[src/rtl/mem_arb_pkg.sv]
// Shared types for the IF/LSU memory-port arbiter.
package mem_arb_pkg;
  localparam int ARB_DATA_W = 64;
  localparam int WMASK_W    = ARB_DATA_W / 8;

  typedef enum logic [1:0] {ARB_IDLE, ARB_REQ, ARB_RESP} arb_state_t;
  typedef enum logic {OWN_IF, OWN_LSU} arb_owner_t;
endpackage

[src/rtl/mem_arb_sel.sv]
// Grant select between IF and LSU. MEM_ARB_RR_EN selects round-robin,
// otherwise LSU has fixed priority over IF.
module mem_arb_sel
  import mem_arb_pkg::*;
(
  input  logic       if_valid,
  input  logic       lsu_valid,
  input  arb_owner_t last_owner,
  output logic       gnt_if,
  output logic       gnt_lsu
);
`ifdef MEM_ARB_RR_EN
  always_comb begin
    gnt_lsu = lsu_valid;
    // On contention hand the port to whoever was not served last
    if (if_valid && lsu_valid) gnt_lsu = (last_owner == OWN_IF);
    gnt_if = if_valid && !gnt_lsu;
  end
`else
  logic unused_owner;
  assign unused_owner = last_owner;

  always_comb begin
    gnt_lsu = lsu_valid;
    gnt_if  = if_valid && !gnt_lsu;
  end
`endif
endmodule

[src/rtl/mem_arbiter.sv]
// Shares one 64-bit memory port between IF (read-only) and LSU, one transaction
// in flight. Build with MEM_ARB_RR_EN for round-robin arbitration.
module mem_arbiter
  import mem_arb_pkg::*;
#(
  parameter int ADDR_W = 64,
  parameter int DATA_W = 64,
  parameter int INST_W = 32
) (
  input  logic               clk,
  input  logic               rst,
  input  logic               if_req_valid,
  output logic               if_req_ready,
  input  logic [ADDR_W-1:0]  if_addr,
  output logic               if_resp_valid,
  output logic [INST_W-1:0]  if_inst,
  input  logic               lsu_req_valid,
  output logic               lsu_req_ready,
  input  logic               lsu_wen,
  input  logic [ADDR_W-1:0]  lsu_addr,
  input  logic [DATA_W-1:0]  lsu_wdata,
  input  logic [WMASK_W-1:0] lsu_wmask,
  output logic               lsu_resp_valid,
  output logic [DATA_W-1:0]  lsu_rdata,
  output logic               mem_req_valid,
  input  logic               mem_req_ready,
  output logic               mem_wen,
  output logic [ADDR_W-1:0]  mem_addr,
  output logic [DATA_W-1:0]  mem_wdata,
  output logic [WMASK_W-1:0] mem_wmask,
  input  logic               mem_resp_valid,
  input  logic [DATA_W-1:0]  mem_rdata
);
  typedef struct packed {
    arb_owner_t          owner;
    logic                wen;
    logic [ADDR_W-1:0]   addr;
    logic [DATA_W-1:0]   wdata;
    logic [WMASK_W-1:0]  wmask;
  } arb_req_t;

  arb_state_t state, state_nxt;
  arb_req_t   req_d, req_q;
  logic       gnt_if, gnt_lsu, accept, resp_fire;

  mem_arb_sel u_sel (
    .if_valid   (if_req_valid),
    .lsu_valid  (lsu_req_valid),
    .last_owner (req_q.owner),
    .gnt_if     (gnt_if),
    .gnt_lsu    (gnt_lsu)
  );

  // Ready is masked by rst so every output reads 0 while reset is held
  assign if_req_ready  = (state == ARB_IDLE) && gnt_if  && !rst;
  assign lsu_req_ready = (state == ARB_IDLE) && gnt_lsu && !rst;
  assign accept        = if_req_ready || lsu_req_ready;
  assign resp_fire     = (state == ARB_RESP) && mem_resp_valid;

  always_ff @(posedge clk or posedge rst) begin
    if (rst) state <= ARB_IDLE;
    else     state <= state_nxt;
  end

  always_comb begin
    state_nxt     = state;
    mem_req_valid = 1'b0;
    case (state)
      ARB_IDLE: if (accept) state_nxt = ARB_REQ;
      ARB_REQ: begin
        mem_req_valid = 1'b1;
        if (mem_req_ready) state_nxt = ARB_RESP;
      end
      ARB_RESP: if (mem_resp_valid) state_nxt = ARB_IDLE;
      default:  state_nxt = ARB_IDLE;
    endcase
  end

  always_comb begin
    req_d = '0;
    if (gnt_lsu) begin
      req_d.owner = OWN_LSU;
      req_d.wen   = lsu_wen;
      req_d.addr  = lsu_addr;
      req_d.wdata = lsu_wdata;
      req_d.wmask = lsu_wmask;
    end else begin
      req_d.owner = OWN_IF;
      req_d.addr  = if_addr;
    end
  end

  // req_q.owner doubles as the last-grant record for round-robin
  always_ff @(posedge clk or posedge rst) begin
    if (rst)         req_q <= '0;
    else if (accept) req_q <= req_d;
  end

  assign mem_wen   = req_q.wen;
  assign mem_addr  = req_q.addr;
  assign mem_wdata = req_q.wdata;
  assign mem_wmask = req_q.wmask;

  always_ff @(posedge clk or posedge rst) begin
    if (rst) begin
      if_resp_valid  <= 1'b0;
      if_inst        <= '0;
      lsu_resp_valid <= 1'b0;
      lsu_rdata      <= '0;
    end else begin
      if_resp_valid  <= 1'b0;
      lsu_resp_valid <= 1'b0;
      if (resp_fire) begin
        if (req_q.owner == OWN_IF) begin
          if_resp_valid <= 1'b1;
          if_inst       <= req_q.addr[2] ? mem_rdata[DATA_W-1 -: INST_W] : mem_rdata[INST_W-1:0];
        end else begin
          lsu_resp_valid <= 1'b1;
          if (!req_q.wen) lsu_rdata <= mem_rdata;
        end
      end
    end
  end
endmodule
[config.mk]
export PLATFORM = sky130hd
export DESIGN_NAME = mem_arbiter
export DESIGN_NICKNAME = d
export VERILOG_FILES = /design/src/rtl/mem_arb_pkg.sv /design/src/rtl/mem_arb_sel.sv /design/src/rtl/mem_arbiter.sv
export SDC_FILE = /design/constraint.sdc
export NUM_CORES = 1
export LEC_CHECK = 0
export BUFFER_PORTS_ARGS = -buffer_cell sky130_fd_sc_hd__buf_2
export CORE_AREA = 2 2 198 200
export CTS_CLUSTER_DIAMETER = 30
export DETAILED_ROUTE_END_ITERATION = 16
export DIE_AREA = 0 0 200 202
export GPL_TIMING_DRIVEN = 0
export PLACE_DENSITY = 0.66
export SYNTH_ARGS = -nofsm -noshare
export SYNTH_HDL_FRONTEND = slang
export SYNTH_HIERARCHICAL = 1
export SYNTH_SLANG_ARGS = --single-unit
[constraint.sdc]
create_clock -name clk -period 10.7 [get_ports clk]
set_input_delay 1.07 -clock clk [delete_from_list [all_inputs] [get_ports clk]]
set_output_delay 1.07 -clock clk [all_outputs]
set_load 0.01 [all_outputs]
**Word-level counts from Yosys, hierarchy flattened**

Cells that the tools add are included.
W data, S select, Z words.

- Bits in registers: 238
- Input bits: 271
- Output and inout bits: 238
- Word-level logic and storage cells: 44

- Eq/ne operators: 5
- Mux-type cells: 14
- Bitwise operators: 2
- Reduce and logical (&&, ||, !) cells: 13

Operators by type and width:

| cell | count |
|---|---|
| $mux W72 | 1 |
| $mux W64 | 1 |
| $mux W32 | 1 |
| $mux W1 | 7 |
| $logic_and A1 B1 Y1 | 6 |
| $mux W2 | 3 |
| $ne A2 B2 Y1 const B | 3 |
| $pmux W2 S3 | 1 |
| $reduce_and A3 Y1 | 2 |
| $eq A2 B1 Y1 const B | 1 |
| $eq A2 B2 Y1 const B | 1 |
| $logic_not A1 Y1 | 2 |
| $logic_not A2 Y1 | 1 |
| $not A1 Y1 | 2 |
| $reduce_and A2 Y1 | 1 |
| $logic_or A1 B1 Y1 | 1 |

**Logic depth before layout (Yosys ltp)**

- Word-level depth: 7
- Mapped depth: 5
- Depth with buffers taken out: 3

**Modules after synthesis**

Netlist, hierarchy kept.

Modules (own cells, without submodules):

| module | instances | cells an instance | area an instance (um^2) | seq. area each (um^2) |
|---|---|---|---|---|
| mem_arbiter | 1 | 798 | 11,225.8 | 5,955.7 |
| mem_arb_sel | 1 | 2 | 21.3 | 0.0 |

**Least setup slack after synthesis**

No wires, ideal clock.

- Path type: input-to-output
- Start point: input rst
- End point: output lsu_req_ready
- Arrival time: 1,690 ps
- Data required time: 9,630 ps
- Path slack: 7,940 ps
- Cell stages on the path: 3
- Buffers on the path: 1
- Path through: nor3_2 -> and2_1 -> clkbuf_1

- Cells in the longest elaborated chain, start to end: 2

Ends and longest elaborated chain:

| what | line | source |
|---|---|---|
| start, declared | mem_arbiter.sv:11 | `input logic rst,` |
| $logic_not A1 Y1 (no source line) | -- |  |
| $logic_and A1 B1 Y1 | mem_arbiter.sv:56 | `assign lsu_req_ready = (state == ARB_IDLE) && gnt_lsu && !rst;` |
| end, declared | mem_arbiter.sv:18 | `output logic lsu_req_ready,` |

No other way between the ends.

**Worst setup path in the final report**

Same ends and word-level chain as after synthesis.

==> impl_metrics.yaml <==
timing:
  setup_viol: 0
  rsz0062_at_grt: "false"
  skew_ps: 30.4
  fin_crit_ps: 3390
  slew_violations: 0
  hold_viol: 0
  worst_slack_ps: 7310
  fin_setup_tns_ps: 0
  relSlewSlack_pct: 41.3
  worst_slew_pin_slew_ps: 881
  fmax_ghz: 0.295
  period_share_pct: 31.7
critical_path:
  required_ps: 9630
  crit_type: "input port to output port"
  critPathArrivalTime_ps: 2320
  end_kind: "output port"
  cp-start-kind: "input port"
  cp_max_fo: 10
final_layout:
  final_common_cell: "buf_2"
  nNetsFinal: 1640
  fillCellCount: 3565
  n_antenna_cell: 0
  fin_area_um2: 16500
  fin_util_pct: 43.1
  area_growth_pct: 46.8
  layout_common_cells: "buf_2 (533), dfrtp_1 (238), buf_4 (138)"
  drive_gt1_share_pct: 69.0
hold_path:
  hp-class: "flop to flop"
global_route:
  grtUsageTotal_pct: 16.6
  grt_pass1_wl_um: 51400
  grt_busiest_layer: "met2"
  use_met1_pct: 19.4
  gr-usage-met2_pct: 28.4
  grt_use_met3_pct: 4.42
  grt_pass1_vias: 9084
  overflow: 0
  grt_max_degree: 121
  grt_antenna_before_repair: 0
clock_network:
  cts_hold_buf: 0
  post-cts-setup-buffer-count: 0
  cts.clk_slew.worst_paths_ps: 50
  ctsResizeCount: 0
  cts-root-buf: "clkbuf_16"
  clk_latency_ps: 590
  cts_buffer_depth: 3
  cts-buffers-inserted: 58
  cts_sinks: 238
  cts_tree: "built"
  htree_levels: 2
pwr:
  cellPowerDensity_nw_per_um2: 318
  ir_drop_uv: 164
  power_uw: 5250
  power.leakage_uw: 0.00866
route:
  drtIter0Drc: 305
  ant_nets: 0
  drcViolationCount: 0
  wire_per_inst_um: 17.6
  viasPerCell: 4.33
  firstDrtPassIters: 4
  num_vias: 8374
  wl_um: 34100
synthesis:
  synth_compound_area_share_pct: 7.34
  synth_flop_cell: "dfrtp_1"
  synth_top_family_by_area: "multiplexers"
  seq_area_frac_synth_pct: 53.0
  synth_edf_count: 0
  yosys.area_share.simple_pct: 1.79
  syn_inst: 800
  ys_ff_latch: 238
  postSynthAreaPerCell_um2: 14.1
  synthArstFlopShare_pct: 100
  synth_mux_area_share_pct: 25.4
  yosys_warnings: 6
  synth_nets: 1071
  synth_xor_area_share_pct: 0
  syn_area_um2: 11200
  synth-adder-area-share_pct: 0
  synth.distinct_cells: 25
floorplanning:
  core-area_um2: 38300
  initial_core_util_pct: 29.4
  die_h_um: 202
  dieWidth_um: 200
  fp-row-count: 72
  die_area_um2: 40400
  ioPinCount: 509
placed_design:
  place_congestion: 0.835
  dp_hpwl_um: 25200
  io_buffers: 508
  dp_slack_ps: 7290
  placed_area_um2: 14500
run_status:
  outcome: "complete, no violations"
job:
  max-cap-violations: 0
metal layers:
layer | part of all wire (%) | wire [um]
met1 | 40 | 13800
met2 | 49 | 16700
met3 | 7.4 | 2520
met4 | 3.1 | 1070
met5 | 0 | 0
worst max-delay path, stage by stage:
cell	delay (ps)
buf_2	140
nor3_2	150
and2_1	220
clkbuf_1	490
buf_2	240
synthesized netlist by cell type, types with 2 or more instances:
cell type | count | area share [%]
buf_6 | 5 | 0.50
clkbuf_1 | 7 | 0.23
a22o_1 | 74 | 5.8
nor2b_4 | 2 | 0.24
mux2_2 | 86 | 8.6
mux2i_1 | 32 | 2.8
mux2_1 | 6 | 0.60
buf_2 | 25 | 1.1
a21oi_1 | 32 | 1.4
inv_1 | 3 | 0.10
dfrtp_1 | 238 | 53
nor2_1 | 33 | 1.1
buf_1 | 3 | 0.10
mux2_4 | 100 | 13
buf_12 | 7 | 1.2
buf_4 | 138 | 9.2
logic make-up after synthesis:
kind of cell | after synthesis
multiplexers | 224
AO/OA/AOI/OAI | 109
buffers and inverters | 188
AND/OR/NAND/NOR | 41
flip-flops | 238
state kept, by name, summed over array words and instances, names as in the netlist:
| name | count |
|---|---|
| lsu_resp_valid | 1 |
| if_inst | 32 |
| state | 2 |
| mem_wen | 1 |
| lsu_rdata | 64 |
| mem_addr | 64 |
| req_q | 1 |
| mem_wdata | 64 |
| if_resp_valid | 1 |
| mem_wmask | 8 |
final timing paths:
path	start	endpoint	slack, ps	depth (start not counted)
setup / recovery	rst	lsu_req_ready	7310	5
hold / removal	req_q[137]$_DFFE_PP0P_	req_q[137]$_DFFE_PP0P_	490	1
setup reg to reg	state[0]$_DFFE_PP0P_	lsu_rdata[55]$_DFFE_PP0P_	8900	5
hold reg to reg	req_q[137]$_DFFE_PP0P_	req_q[137]$_DFFE_PP0P_	490	1
max in group asynchronous	rst	lsu_rdata[29]$_DFFE_PP0P_	8930	3
min in group asynchronous	rst	mem_wdata[4]$_DFFE_PP0P_	670	2
layout make-up:
type	instances	area [um2]	share of cell area, %
repair buffers	509	2570	15.6
inverters	3	18.8	0.114
well taps	518	648	3.92
flip-flops and latches	238	5960	36.1
clock buffers	64	1480	8.98
clock inverters	45	559	3.39
multi-input cells	374	3880	23.5
plain buffers	185	1400	8.45
stage by stage:
| stage | std cells | hold WS (ps) |
|---|---|---|
| floorplan | 800 | 457 |
| global placement | 1826 | 473 |
| detailed placement | 1827 | 480 |
| CTS | 1936 | 490 |
| global route | 1936 | 505 |
| finish | 1936 | 486 |
where the power goes:
group          switching (uW)  internal [uW]  total [uW]
Clock                     591           1230        1820
Sequential                253           1320        1580
Combinational             783           1070        1860
Total                    1630           3620        5250
Note: power is estimated with default switching activity, not from simulation.
